File: config.mk
export PLATFORM = sky130hd
export DESIGN_NAME = pipeline_ctrl
export DESIGN_NICKNAME = d
export VERILOG_FILES = /design/src/rtl/pipeline_ctrl_pkg.sv /design/src/rtl/pipeline_ctrl.sv
export SDC_FILE = /design/constraint.sdc
export NUM_CORES = 1
export LEC_CHECK = 0
export CAP_MARGIN = 20
export CORE_MARGIN = 2
export CORE_UTILIZATION = 33
export CTS_BUF_LIST = sky130_fd_sc_hd__clkbuf_8
export DETAILED_ROUTE_END_ITERATION = 10
export GPL_ROUTABILITY_DRIVEN = 0
export HOLD_SLACK_MARGIN = 0.03
export PLACE_DENSITY_LB_ADDON = 0.15
export SLEW_MARGIN = 20
export SYNTH_ARGS = -nofsm -noshare
export SYNTH_HDL_FRONTEND = slang
export SYNTH_SLANG_ARGS = --single-unit
export TNS_END_PERCENT = 10
File: constraint.sdc
create_clock -name clk -period 2.42 [get_ports clk]
set_input_delay 0.605 -clock clk [delete_from_list [all_inputs] [get_ports clk]]
set_output_delay 0.605 -clock clk [all_outputs]
set_load 0.05 [all_outputs]
File: src/rtl/pipeline_ctrl_pkg.sv
// rtl/pipeline_ctrl_pkg.sv - shared encodings and trap cause codes for pipeline_ctrl
package pipeline_ctrl_pkg;

  localparam logic [1:0] ST_IDLE   = 2'd0;
  localparam logic [1:0] ST_TRAP   = 2'd1;
  localparam logic [1:0] ST_VECTOR = 2'd2;

  localparam logic [31:0] IRQ_CAUSE_DEFAULT = 32'h8000_000B;

  localparam logic [4:0] EXC_ILLEGAL_INSTR    = 5'd2;
  localparam logic [4:0] EXC_LOAD_MISALIGNED  = 5'd4;
  localparam logic [4:0] EXC_STORE_MISALIGNED = 5'd6;
  localparam logic [4:0] EXC_ECALL_M          = 5'd11;

  function automatic logic [31:0] exc_mcause(input logic [4:0] code);
    return {27'b0, code};
  endfunction

endpackage

File: src/rtl/pipeline_ctrl.sv
// rtl/pipeline_ctrl.sv - stall/flush/redirect merge and trap entry sequencer for the RV32I pipeline
module pipeline_ctrl
  import pipeline_ctrl_pkg::*;
#(
  parameter logic [31:0] IRQ_CAUSE = IRQ_CAUSE_DEFAULT
) (
  input  logic        clk,
  input  logic        rst_n,
  input  logic        stall_req_id,
  input  logic        stall_req_ex,
  input  logic        stall_req_mem,
  input  logic        jump_req_ex,
  input  logic [31:0] jump_addr,
  input  logic        mret_req_ex,
  input  logic        exc_req_mem,
  input  logic [4:0]  exc_cause,
  input  logic        mem_valid,
  input  logic [31:0] mem_pc,
  input  logic        irq_pending,
  input  logic [31:0] mtvec,
  input  logic [31:0] mepc,
  output logic        hold_flag_if,
  output logic        hold_flag_id,
  output logic        hold_flag_ex,
  output logic        hold_flag_mem,
  output logic        hold_flag_wb,
  output logic        flush_if,
  output logic        flush_id,
  output logic        flush_ex,
  output logic        flush_mem,
  output logic        redirect_valid,
  output logic [31:0] redirect_pc,
  output logic        csr_trap_we,
  output logic [31:0] csr_mepc,
  output logic [31:0] csr_mcause,
  output logic        csr_mret_we,
  output logic [1:0]  ctrl_state
);

  logic [1:0]  state_q;
  logic [1:0]  state_d;
  logic [31:0] mepc_q;
  logic [31:0] cause_q;
  logic        trap_take;
  logic [31:0] trap_cause;

  always_comb begin
    state_d        = ST_IDLE;
    trap_take      = 1'b0;
    trap_cause     = 32'd0;
    hold_flag_if   = 1'b0;
    hold_flag_id   = 1'b0;
    hold_flag_ex   = 1'b0;
    hold_flag_mem  = 1'b0;
    hold_flag_wb   = 1'b0;
    flush_if       = 1'b0;
    flush_id       = 1'b0;
    flush_ex       = 1'b0;
    flush_mem      = 1'b0;
    redirect_valid = 1'b0;
    redirect_pc    = 32'd0;
    csr_trap_we    = 1'b0;
    csr_mepc       = 32'd0;
    csr_mcause     = 32'd0;
    csr_mret_we    = 1'b0;

    case (state_q)
      ST_TRAP: begin
        csr_trap_we  = 1'b1;
        csr_mepc     = mepc_q;
        csr_mcause   = cause_q;
        hold_flag_if = 1'b1;
        flush_id     = 1'b1;
        flush_ex     = 1'b1;
        state_d      = ST_VECTOR;
      end
      ST_VECTOR: begin
        redirect_valid = 1'b1;
        redirect_pc    = mtvec & ~32'h3;
        flush_id       = 1'b1;
        flush_ex       = 1'b1;
        state_d        = ST_IDLE;
      end
      default: begin
        // A MEM-side bus wait freezes every request so it re-presents after the stall.
        if (!stall_req_mem && (exc_req_mem || (irq_pending && mem_valid))) begin
          trap_take  = 1'b1;
          trap_cause = exc_req_mem ? exc_mcause(exc_cause) : IRQ_CAUSE;
          flush_if   = 1'b1;
          flush_id   = 1'b1;
          flush_ex   = 1'b1;
          flush_mem  = 1'b1;
          state_d    = ST_TRAP;
        end else if (mret_req_ex && !stall_req_mem) begin
          flush_if       = 1'b1;
          flush_id       = 1'b1;
          csr_mret_we    = 1'b1;
          redirect_valid = 1'b1;
          redirect_pc    = mepc;
        end else if (jump_req_ex && !stall_req_mem) begin
          flush_if       = 1'b1;
          flush_id       = 1'b1;
          redirect_valid = 1'b1;
          redirect_pc    = jump_addr;
        end else begin
          hold_flag_if  = stall_req_id | stall_req_ex | stall_req_mem;
          hold_flag_id  = stall_req_id | stall_req_ex | stall_req_mem;
          hold_flag_ex  = stall_req_ex | stall_req_mem;
          hold_flag_mem = stall_req_mem;
        end
      end
    endcase
  end

  always_ff @(posedge clk) begin
    if (!rst_n) begin
      state_q <= ST_IDLE;
      mepc_q  <= 32'd0;
      cause_q <= 32'd0;
    end else begin
      state_q <= state_d;
      if (trap_take) begin
        mepc_q  <= mem_pc;
        cause_q <= trap_cause;
      end
    end
  end

  assign ctrl_state = state_q;

endmodule
==> impl_summary.md <==
GRT
The number of global-route vias before repair is 3558. The global route total overflow is 0. In the global route stage, overall resource usage came out at 23.41%. Entering global routing, the biggest net connects a little under 50 pins. The first global-routing pass estimated 18.45 mm of wire. The initial antenna violation count is 0.

Die
The initialized floorplan defines 34 standard-cell rows. The overall die height is 98.58 um. For this design the top-level I/O count stands at 253.

The chip width is 98.58 um. The effective utilization at floorplan is 34.01%. The floorplan core area is 0.008678 mm^2. The die covers 0.009717 mm^2.

Cells and area
The leading cell type in the layout, fill and taps excluded is clkdlybuf4s50_1. The layout overhead on the synthesized area is 120.1%. The library cells used most frequently in the layout, excluding fill and tap cells, are clkdlybuf4s50_1 (135), nand2_1 (130), buf_12 (86), and2_1 (40), dfxtp_1 (38). The final-layout fill cell count is 602. The share of layout cells above drive strength 1 is around 27%. The final layout contains between 700 and 800 nets. The number of antenna diodes in the final layout is 0.

Routing
After detailed routing, the number of remaining DRC violations is 0. The ratio of routed vias to standard cells is 4.782. The average detailed-routed wire length per instance is between 15 and 20 um. The detailed router finished its first iteration with 135 violations. The total length of routed wires is roughly 12 mm.

The first TritonRoute pass finished after 6 iterations. The count of vias placed by the detailed router is 3510. The count of nets left with antenna violations once routing finished came out at 0.

Worst setup path
The largest single stage delay on the critical path is 350 ps. The kind of start point of the critical path is a flip-flop. The required time of the worst setup path is 1810 ps. The worst setup path is captured at an output pin. The worst setup path is of the flip-flop to output pin kind. For the worst setup path, the data arrival time is 1790 ps. For this design, the slowest cell found on the critical path is dfxtp_2. Along the worst path, the maximum fanout reaches 8. The signal on the critical path passes through inv_2, ha_4, buf_6, nor2b_4, clkbuf_16, a22o_2, buf_12.

Pwr
Summed over all cells, the static leakage comes to about 2.7 nW. For this design the ratio of total power to cell area is 360.2 mW/mm^2. The worst-case vdd ir drop is between 300 and 400 uV.

STA
After layout, the worst path uses between 90% and 100% of the clock period. Setup repair after global routing could not meet its margin everywhere. For this run, the top clock speed supported by timing is about 420 MHz. The max-slew violation count is 0. The minimum clock period is between 2000 and 2500 ps.

The measured slew at the worst slew-check pin is 526.1 ps. The worst slew margin relative to its limit is 64.82%. The count of final hold-check violations is 0.

The final-report setup violation count is 0. The post-route clock skew is 10.39 ps. The sum of negative setup slack is 0 ps.

The worst setup margin is between 20 and 25 ps.

Synthesis
Each instance of the synthesized netlist takes up on average between 7 and 8 um^2. Yosys printed 0 warnings. The post-synthesis cell area is 0.002952 mm^2. The distinct cell type count after synthesis is 31. The number of register bits inferred by synthesis is 40. For this run, the register share of the synthesized area comes to a little over a quarter. The synthesized netlist cell count is about 400.

CTS
The number of hold buffers added after CTS was 0. The buffer cell driving the clock tree root is clkbuf_8. TritonCTS created 5 clock buffers. The count of H-tree levels built during CTS is 2.

After clock tree synthesis, the clock-pin slew on the worst setup and hold paths is 80 ps. The clock drives 40 sinks. The later pin in the worst-skew pair is clocked with a latency of 290 ps.

TritonCTS built the clock tree. The number of buffers on the longest clock path is 2.

Placement
Detailed placement ended at an HPWL of roughly 9 mm. In this run the tool buffered the top-level ports with around 220 buffer cells. The pre-CTS setup slack is -287.3 ps.

Job
The max-cap check violation count is 0.

Status
The flow ran to the end, and the final reports show no timing, DRC or antenna violations.

Hold path
The worst hold path class is flip-flop to flip-flop.
-- where the power goes --
part | total, W | switching [W] | internal, W
clock | 0.000584 | 0.000246 | 0.000337
sequential | 0.000720 | 0.0000193 | 0.000701
combinational | 0.00104 | 0.000523 | 0.000513
total | 0.00234 | 0.000789 | 0.00155
-- synth_stat cells, drive strengths merged --
cell type    n  share of area, %
o221a        3               1.1
conb         1              0.13
a2111oi      1              0.93
and2        41               8.7
buf         45                11
nand3        4              0.68
clkbuf      16               2.0
o211ai       1              0.25
dfxtp       40                27
nand3b       2              0.51
nand2b       2              0.51
nand2      131                17
nor2         3              0.64
a21oi        3              0.89
and3         1              0.21
ha           2              0.85
nor2b        2              0.68
a22o        30               8.9
o21ai       34               5.8
a21boi       2              0.51
o21bai       1              0.25
o211a        1              0.34
mux2i       32                11
inv          3              0.38
-- registers in the layout (all words and copies together), names as in the netlist --
name and cells:
mepc_q 32, cause_q 6, ctrl_state 2
-- worst paths after layout --
check                       endpoint  slack [ps]                      from  depth (start not counted)
max                   redirect_pc[5]          20  ctrl_state[0]$_SDFF_PN0_                          7
min          mepc_q[31]$_SDFFE_PN0P_         450   mepc_q[31]$_SDFFE_PN0P_                          2
max reg2reg  mepc_q[24]$_SDFFE_PN0P_         650  ctrl_state[0]$_SDFF_PN0_                          9
min reg2reg  mepc_q[31]$_SDFFE_PN0P_         450   mepc_q[31]$_SDFFE_PN0P_                          2
-- area by class of cell --
cell class / count / area [um^2] / share of cell area (%)
Clock buffer: 6 / 82.58 / 1.271
Clock inverter: 2 / 38.79 / 0.5971
Inverter: 3 / 11.26 / 0.1733
Multi-Input combinational cell: 323 / 2052 / 31.59
Sequential cell: 40 / 803.3 / 12.37
Tap cell: 108 / 135.1 / 2.080
Timing Repair Buffer: 252 / 3373 / 51.93
-- cell families (layout without fill, tap and decap cells) --
logic type | after synthesis | count (layout) | share of synthesized area [%]
multiplexers | 32 | 32 | 10.85
AND/OR/NAND/NOR | 186 | 186 | 28.57
flip-flops | 40 | 40 | 27.13
buffers and inverters | 64 | 263 | 13.48
adder cells (fa/ha/maj) | 2 | 2 | 0.8477
other | 1 | 27 | 0.1271
AO/OA/AOI/OAI | 76 | 76 | 18.99
-- repair_timing --
item	4_1_cts	5_1_grt
buffers inserted	2	3
setup endpoints to repair	39	27
pin swaps	4	6
resized for setup	21	19
cloned	1	3
-- per-stage QoR --
step	util (%)	instance area (um^2)	power [W]	cells	hold WS (ps)
global route	74.86	6496	0.002447	734	472.0
CTS	72.95	6331	0.002338	728	456.2
finish	74.86	6496	0.002340	734	454.6
global placement	70.26	6097	0.001709	717	437.1
detailed placement	70.26	6097	0.001726	717	441.7
floorplan	-	3100	0.001257	427	430.1
-- routing by layer --
metal / routed length (um) / GRT usage (%)
met1: 4567 / 26.63
met2: 6381 / 42.70
met3: 1060 / 7.447
met4: 183 / 5.269
met5: 0 / 0
-- worst max-delay path, delay by kind of cell, from the launching register on --
family	cells	cell delay, ps
AOI/OAI and AO/OA	1	170
DFF	1	350
and+or+nand+nor	1	250
buffers and inverters	4	520
adders and majority gates	1	210
(Power assumes the default switching activity.)
